===== config.mk =====
export PLATFORM = sky130hd
export DESIGN_NAME = iob_native_arbiter_2to1
export DESIGN_NICKNAME = d
export VERILOG_FILES = /design/src/rtl/iob_native_arbiter_2to1.sv
export SDC_FILE = /design/constraint.sdc
export NUM_CORES = 1
export LEC_CHECK = 0
export BUFFER_PORTS_ARGS = -buffer_cell sky130_fd_sc_hd__clkbuf_2
export CAP_MARGIN = 20
export CORE_AREA = 5 5 84 86
export DETAILED_ROUTE_END_ITERATION = 8
export DIE_AREA = 0 0 89 91
export GPL_ROUTABILITY_DRIVEN = 0
export PLACE_DENSITY = 0.59
export SLEW_MARGIN = 30
export SYNTH_ARGS = -nofsm -noshare
export SYNTH_HDL_FRONTEND = slang
export SYNTH_SLANG_ARGS = --single-unit

===== constraint.sdc =====
create_clock -name clk_i -period 3.8 [get_ports clk_i]
set_input_delay 0.38 -clock clk_i [delete_from_list [all_inputs] [get_ports clk_i]]
set_output_delay 0.38 -clock clk_i [all_outputs]
set_load 0.01 [all_outputs]

===== src/rtl/iob_native_arbiter_2to1.sv =====
// rtl/iob_native_arbiter_2to1.sv - round-robin 2:1 arbiter for one IOb-native slave port
//
// Ports:
//   clk_i, arst_n_i                      clock, asynchronous active-low reset
//   m0_* / m1_*                          IOb-native master ports (avalid/addr/wdata/wstrb in,
//                                        ready/rdata/rvalid out); wstrb==0 marks a read
//   s_*                                  IOb-native slave port
//   owner_o                              current/last granted master index
//   busy_o                               arbiter not idle
//   err_o                                sticky read-timeout flag
//
// Optional build macro IOB_NATIVE_ARBITER_TIMEOUT_EN adds a read-response watchdog of
// TIMEOUT_W bits; without it a read waits for its response indefinitely and err_o is 0.

module iob_native_arbiter_2to1 #(
  parameter int ADDR_W    = 3,
  parameter int DATA_W    = 32,
  parameter int TIMEOUT_W = 8
) (
  input  logic                  clk_i,
  input  logic                  arst_n_i,
  input  logic                  m0_avalid_i,
  input  logic [ADDR_W-1:0]     m0_addr_i,
  input  logic [DATA_W-1:0]     m0_wdata_i,
  input  logic [DATA_W/8-1:0]   m0_wstrb_i,
  output logic                  m0_ready_o,
  output logic [DATA_W-1:0]     m0_rdata_o,
  output logic                  m0_rvalid_o,
  input  logic                  m1_avalid_i,
  input  logic [ADDR_W-1:0]     m1_addr_i,
  input  logic [DATA_W-1:0]     m1_wdata_i,
  input  logic [DATA_W/8-1:0]   m1_wstrb_i,
  output logic                  m1_ready_o,
  output logic [DATA_W-1:0]     m1_rdata_o,
  output logic                  m1_rvalid_o,
  output logic                  s_avalid_o,
  output logic [ADDR_W-1:0]     s_addr_o,
  output logic [DATA_W-1:0]     s_wdata_o,
  output logic [DATA_W/8-1:0]   s_wstrb_o,
  input  logic                  s_ready_i,
  input  logic [DATA_W-1:0]     s_rdata_i,
  input  logic                  s_rvalid_i,
  output logic                  owner_o,
  output logic                  busy_o,
  output logic                  err_o
);

  typedef enum logic [1:0] {IDLE, GRANT, WAIT_RD} state_t;

  state_t state_q, state_d;
  logic   owner_q, owner_d;

  logic              own_avalid;
  logic              grant_ready;
  logic              rsp_valid;
  logic [DATA_W-1:0] rsp_data;

`ifdef IOB_NATIVE_ARBITER_TIMEOUT_EN
  localparam logic [31:0]          TIMEOUT_PATTERN = 32'hDEADBEEF;
  localparam logic [TIMEOUT_W-1:0] CNT_MAX         = '1;

  logic [TIMEOUT_W-1:0] cnt_q, cnt_d;
  logic                 err_q, err_d;
`endif

  // Slave request is always the registered owner's request; only avalid is gated by state.
  assign own_avalid = owner_q ? m1_avalid_i : m0_avalid_i;
  assign s_addr_o   = owner_q ? m1_addr_i   : m0_addr_i;
  assign s_wdata_o  = owner_q ? m1_wdata_i  : m0_wdata_i;
  assign s_wstrb_o  = owner_q ? m1_wstrb_i  : m0_wstrb_i;

  always_comb begin
    state_d     = state_q;
    owner_d     = owner_q;
    s_avalid_o  = 1'b0;
    grant_ready = 1'b0;
    rsp_valid   = 1'b0;
    rsp_data    = '0;
`ifdef IOB_NATIVE_ARBITER_TIMEOUT_EN
    cnt_d       = cnt_q;
    err_d       = err_q;
`endif
    case (state_q)
      IDLE: begin
        if (m0_avalid_i || m1_avalid_i) begin
          // On a tie the master that did not own the last grant wins.
          owner_d = (m0_avalid_i && m1_avalid_i) ? ~owner_q : m1_avalid_i;
          state_d = GRANT;
        end
      end
      GRANT: begin
        s_avalid_o  = own_avalid;
        grant_ready = s_ready_i;
        if (!own_avalid) begin
          state_d = IDLE;
        end else if (s_ready_i) begin
          state_d = (s_wstrb_o == '0) ? WAIT_RD : IDLE;
`ifdef IOB_NATIVE_ARBITER_TIMEOUT_EN
          cnt_d   = '0;
`endif
        end
      end
      WAIT_RD: begin
        if (s_rvalid_i) begin
          rsp_valid = 1'b1;
          rsp_data  = s_rdata_i;
          state_d   = IDLE;
        end
`ifdef IOB_NATIVE_ARBITER_TIMEOUT_EN
        else if (cnt_q == CNT_MAX) begin
          rsp_valid = 1'b1;
          rsp_data  = TIMEOUT_PATTERN[DATA_W-1:0];
          err_d     = 1'b1;
          state_d   = IDLE;
        end else begin
          cnt_d = cnt_q + 1'b1;
        end
`endif
      end
      default: state_d = IDLE;
    endcase
  end

  always_ff @(posedge clk_i or negedge arst_n_i) begin
    if (!arst_n_i) begin
      state_q <= IDLE;
      owner_q <= 1'b1;
`ifdef IOB_NATIVE_ARBITER_TIMEOUT_EN
      cnt_q   <= '0;
      err_q   <= 1'b0;
`endif
    end else begin
      state_q <= state_d;
      owner_q <= owner_d;
`ifdef IOB_NATIVE_ARBITER_TIMEOUT_EN
      cnt_q   <= cnt_d;
      err_q   <= err_d;
`endif
    end
  end

  // Responses reach only the owner; the other master's rdata stays 0.
  assign m0_ready_o  = grant_ready & ~owner_q;
  assign m1_ready_o  = grant_ready &  owner_q;
  assign m0_rvalid_o = rsp_valid   & ~owner_q;
  assign m1_rvalid_o = rsp_valid   &  owner_q;
  assign m0_rdata_o  = m0_rvalid_o ? rsp_data : '0;
  assign m1_rdata_o  = m1_rvalid_o ? rsp_data : '0;

  assign owner_o = owner_q;
  assign busy_o  = (state_q != IDLE);
`ifdef IOB_NATIVE_ARBITER_TIMEOUT_EN
  assign err_o   = err_q;
`else
  assign err_o   = 1'b0;
`endif

endmodule

### Yosys cells after proc, flatten, opt, wreduce, memory -nomap -nowiden

Index checks and enable logic that the tools add are counted.

| word-level totals | value |
|---|---|
| register bits after elaboration | 3 |

| operators by class | value |
|---|---|
| reductions and logical operators | 7 |
| multiplexer cells | 19 |
| eq/ne operators | 5 |
| bitwise gates (word level) | 5 |

Operator list:

| cell | number |
|---|---|
| $mux 32 | 5 |
| $mux 2 | 5 |
| $mux 1 | 6 |
| $pmux 2 s3 | 1 |
| $and 1x1->1 | 4 |
| $logic_not 4->1 | 1 |
| $mux 4 | 1 |
| $ne 2x2->1 const B | 2 |
| $mux 3 | 1 |
| $ne 3x3->1 const B | 1 |
| $reduce_and 3->1 | 1 |
| $eq 2x1->1 const B | 1 |
| $eq 2x2->1 const B | 1 |
| $logic_not 2->1 | 1 |
| $reduce_and 2->1 | 1 |
| $reduce_bool 2->1 | 1 |
| $logic_and 1x1->1 | 1 |
| $logic_or 1x1->1 | 1 |
| $not 1->1 | 1 |

### Longest topological paths before layout

| depth | value |
|---|---|
| depth after elaboration | 6 |
| mapped depth | 4 |

### Worst setup path after synthesis

No wires, ideal clock.

| path | value |
|---|---|
| path type | register to output |
| start point | register owner_q (netlist: owner_o) |
| end point | output s_wdata_o[10] |
| cell stages (with the launch flop) | 4 |
| data arrival time | 1,340 ps |
| slack | 2,080 ps |
| buffers on the path | 2 |
| data required time | 3,420 ps |
| path through | dfstp_2 > buf_2 > buf_4 > mux2_2 |

| on the way | value |
|---|---|
| word-level cells in the longest chain between the ends | 1 |

RTL lines:

| what | RTL line | RTL |
|---|---|---|
| start, declared | 51 | `logic owner_q, owner_d;` |
| start signal, assigned | 134 | `owner_q <= owner_d;` |
| $mux 32 | 69 | `assign s_wdata_o = owner_q ? m1_wdata_i : m0_wdata_i;` |
| end, declared | 38 | `output logic [DATA_W-1:0] s_wdata_o,` |

Every way passes these cells.

### Worst setup path after layout

| path | value |
|---|---|
| start point | register state_q[0] |
| end point | output m1_rdata_o[5] |

| on the way | value |
|---|---|
| word-level cells in the longest chain between the ends | 4 |
| elaborated cells between the ends (all ways) | 5 |
| classes of those cells | eq/ne: 1; mux: 3; bitwise: 1 |

RTL lines:

| what | RTL line | RTL |
|---|---|---|
| start, declared | 50 | `state_t state_q, state_d;` |
| start signal, assigned | 133 | `state_q <= state_d;` |
| $eq 2x2->1 * | 83 | `case (state_q)` |
| $mux 1 | 83 |  |
| $and 1x1->1 | 146 | `assign m1_rvalid_o = rsp_valid & owner_q;` |
| $mux 32 * | 148 | `assign m1_rdata_o = m1_rvalid_o ? rsp_data : '0;` |
| end, declared | 34 | `output logic [DATA_W-1:0] m1_rdata_o,` |

Every way passes the cells marked *; elsewhere a longest branch is shown, timed or not.

==> reports/summary.txt <==
Root Buffer -> clkbuf_8
WP buf/inv -> 1
ys async rst share -> 100%
list of most frequent post-synthesis cells -> 64 x and2_1, 39 x mux2_2, 6 x buf_2
M1 GR Usage -> 11.9%
Nets -> 478
fin crit share -> 59.5%
RSZ-0062 raised after global routing -> no
area leader, netlist -> mux2_2
Yosys top cell area share -> 38.7%
maxcap violations -> 0
crit path kind -> flip-flop to primary output
most frequent cell after synthesis -> and2_1
Pins Over Slew Limit -> 0
Static Leak -> 1.45 nW
Die X -> 89 um
DRC -> 0
Longest Clk Path Bufs -> 2
Crit. End Element -> primary output
Final Worst Setup Slack -> 1.54 ns
n_diodes -> 0
Syn Area/Cell -> 8.06 um^2
CTS H-tree depth -> 1
Hold WC Path Type -> primary input to flip-flop
Total GRT Usage -> 11.9%
die footprint -> 8100 um^2
CTS Buf Count -> 3
largest cells by area after synthesis -> mux2_2 39%, and2_1 35%, dfrtp_1 4.4%
pwr/cell area -> 317 nW/um^2
routed wire length -> 5490 um
Sequential Power Share -> 7.2%
switching portion of total power -> 42.3%
GRT Residual Overflow -> 0
grt met2 use -> 23.3%
DRT iter0 DRCs -> 20
Clock Power Share -> 12.0%
via count -> 1,812
Core ar. -> 6200 um^2
Finish-stage setup viols -> 0
Netlist cell types -> 22
worst skew pair latency -> 0.21 ns
sequential fraction of the synthesis area -> 6.72%
Clock Skews -> 0.00238 ns
setup TNS -> 0 ns
Least-Margin Pin Slew -> 0.866 ns
row count -> 29
CTS tree -> done
Initial Util -> 18.3%
first-pass GRT wire length -> 7940 um
Worst Path Arrival -> 1.88 ns
Slew headroom -> 42.3%
Layout area overhead -> 108%
CP delay by family, top -> simple AND/OR/NAND/NOR gates
layout cells sized above 1 -> 75.1%
WL/cell -> 12.5 um
slowest CP cell -> and4b_1
Via-to-Cell Ratio -> 4.14
Final Cell Area -> 2360 um^2
Internal -> 433 uW
sw power -> 317 uW
IO Pins -> 227
setup repair bufs after CTS -> 0
status -> completed
post-place setup slack -> 1.74 ns
crit-path cells -> and4b_1, and2_1, clkbuf_2
initial antenna violation count -> 0
global route hottest layer -> met2
type of origin of the critical path -> flip-flop
Ys Warns -> 0
fin crit period -> 2.26 ns
chip height -> 91 um
Synth Flop Type -> dfrtp_1
DRT antenna net count -> 0
CTS Sinks -> 3
CP Max Fanout -> 33
met3 global-route usage -> 3.80%
First-pass DRT Iterations -> 6
WP data required -> 3.42 ns
Combinational Power Share -> 80.8%
Peak Freq -> 443 MHz
final hold vios -> 0
Port Buffers -> 225
vias in the first global route -> 1,724
syn_nets -> 257
flops & latches, synth -> 3
VDD IR max -> 0.000249 V
CP max stage delay -> 0.85 ns
Synth Instances -> 141
number of synthesized flops with an enable pin -> 0
largest net degree at the start of global routing -> 51
Worst-path clk slew -> 0.03 ns
Post-DP HPWL -> 4940 um
post-synthesis cell area -> 1140 um^2
DP Area -> 2310 um^2
[registers in the layout (all words and copies together), names as in the netlist]
| register | flops |
|---|---|
| owner_o | 1 |
| state_q | 2 |
[routing by layer]
metal	share of wire, %	vias up
met5	0	-
met4	1.1	0
met3	16	4
met2	50	136
met1	34	759
li1	-	913
[through the flow]
stage	total power, mW	instances	utilization, %	hold slack (ns)
3_5_place_dp	0.665	433	37.2	0.182
3_3_place_gp	0.663	433	37.2	0.183
6_report	0.750	438	38.1	0.370
4_1_cts	0.764	438	38.1	0.367
2_1_floorplan	0.452	141	-	0.0844
5_1_grt	0.812	438	38.1	0.386
[kinds of logic after synthesis]
logic type             count (synthesis)  share of synthesized area, %
and+or+nand+nor                       78                          43.7
AOI/OAI and AO/OA                      6                          3.41
muxes                                 40                          39.5
other                                  1                         0.330
buffers and inverters                 13                          6.28
DFF                                    3                          6.72
[what timing repair did]
action | CTS | global route
endpoints found under the hold margin | 2 | 0
resized for setup | 0 | 0
hold buffers | 1 | 0
[power groups by stage]
stage | clock network (mW) | logic, mW | registers (mW)
finish | 0.0900 | 0.606 | 0.0536
floorplan | 0 | 0.391 | 0.0609
global placement | 0 | 0.610 | 0.0528
global route | 0.0984 | 0.658 | 0.0560
CTS | 0.0936 | 0.617 | 0.0533
detailed placement | 0 | 0.612 | 0.0536
[worst paths after layout]
kind	startpoint	to	slack [ns]	cells past startpoint
worst max-delay path	state_q[0]	m1_rdata_o[5]	1.54	3
worst min-delay path	m0_avalid_i	owner_o	0.37	2
worst max register to register	owner_o	state_q[1]	2.02	4
worst min register to register	state_q[1]	state_q[0]	0.55	1
max in group asynchronous	arst_n_i	owner_o	3.09	2
min in group asynchronous	arst_n_i	state_q[0]	0.51	2
[placed cells by master, fill, tap and decap left out, types with 2 or more instances in the layout]
| cell | n |
|---|---|
| a21oi_1 | 3 |
| and2_1 | 64 |
| and4b_1 | 2 |
| buf_4 | 2 |
| clkbuf_2 | 225 |
| clkbuf_8 | 3 |
| dfrtp_1 | 2 |
| mux2_2 | 39 |
| nor2_1 | 5 |
| nor3_1 | 2 |
[cell type report]
cell class,count,area [um^2]
sequential,3,76.3
timing repair buffer,228,1150
multi-input combinational,125,988
inverter,1,3.75
fill,660,3840
clock buffer,4,45.0
tap,77,96.3
No activity file was read; power rests on OpenSTA's default activity.
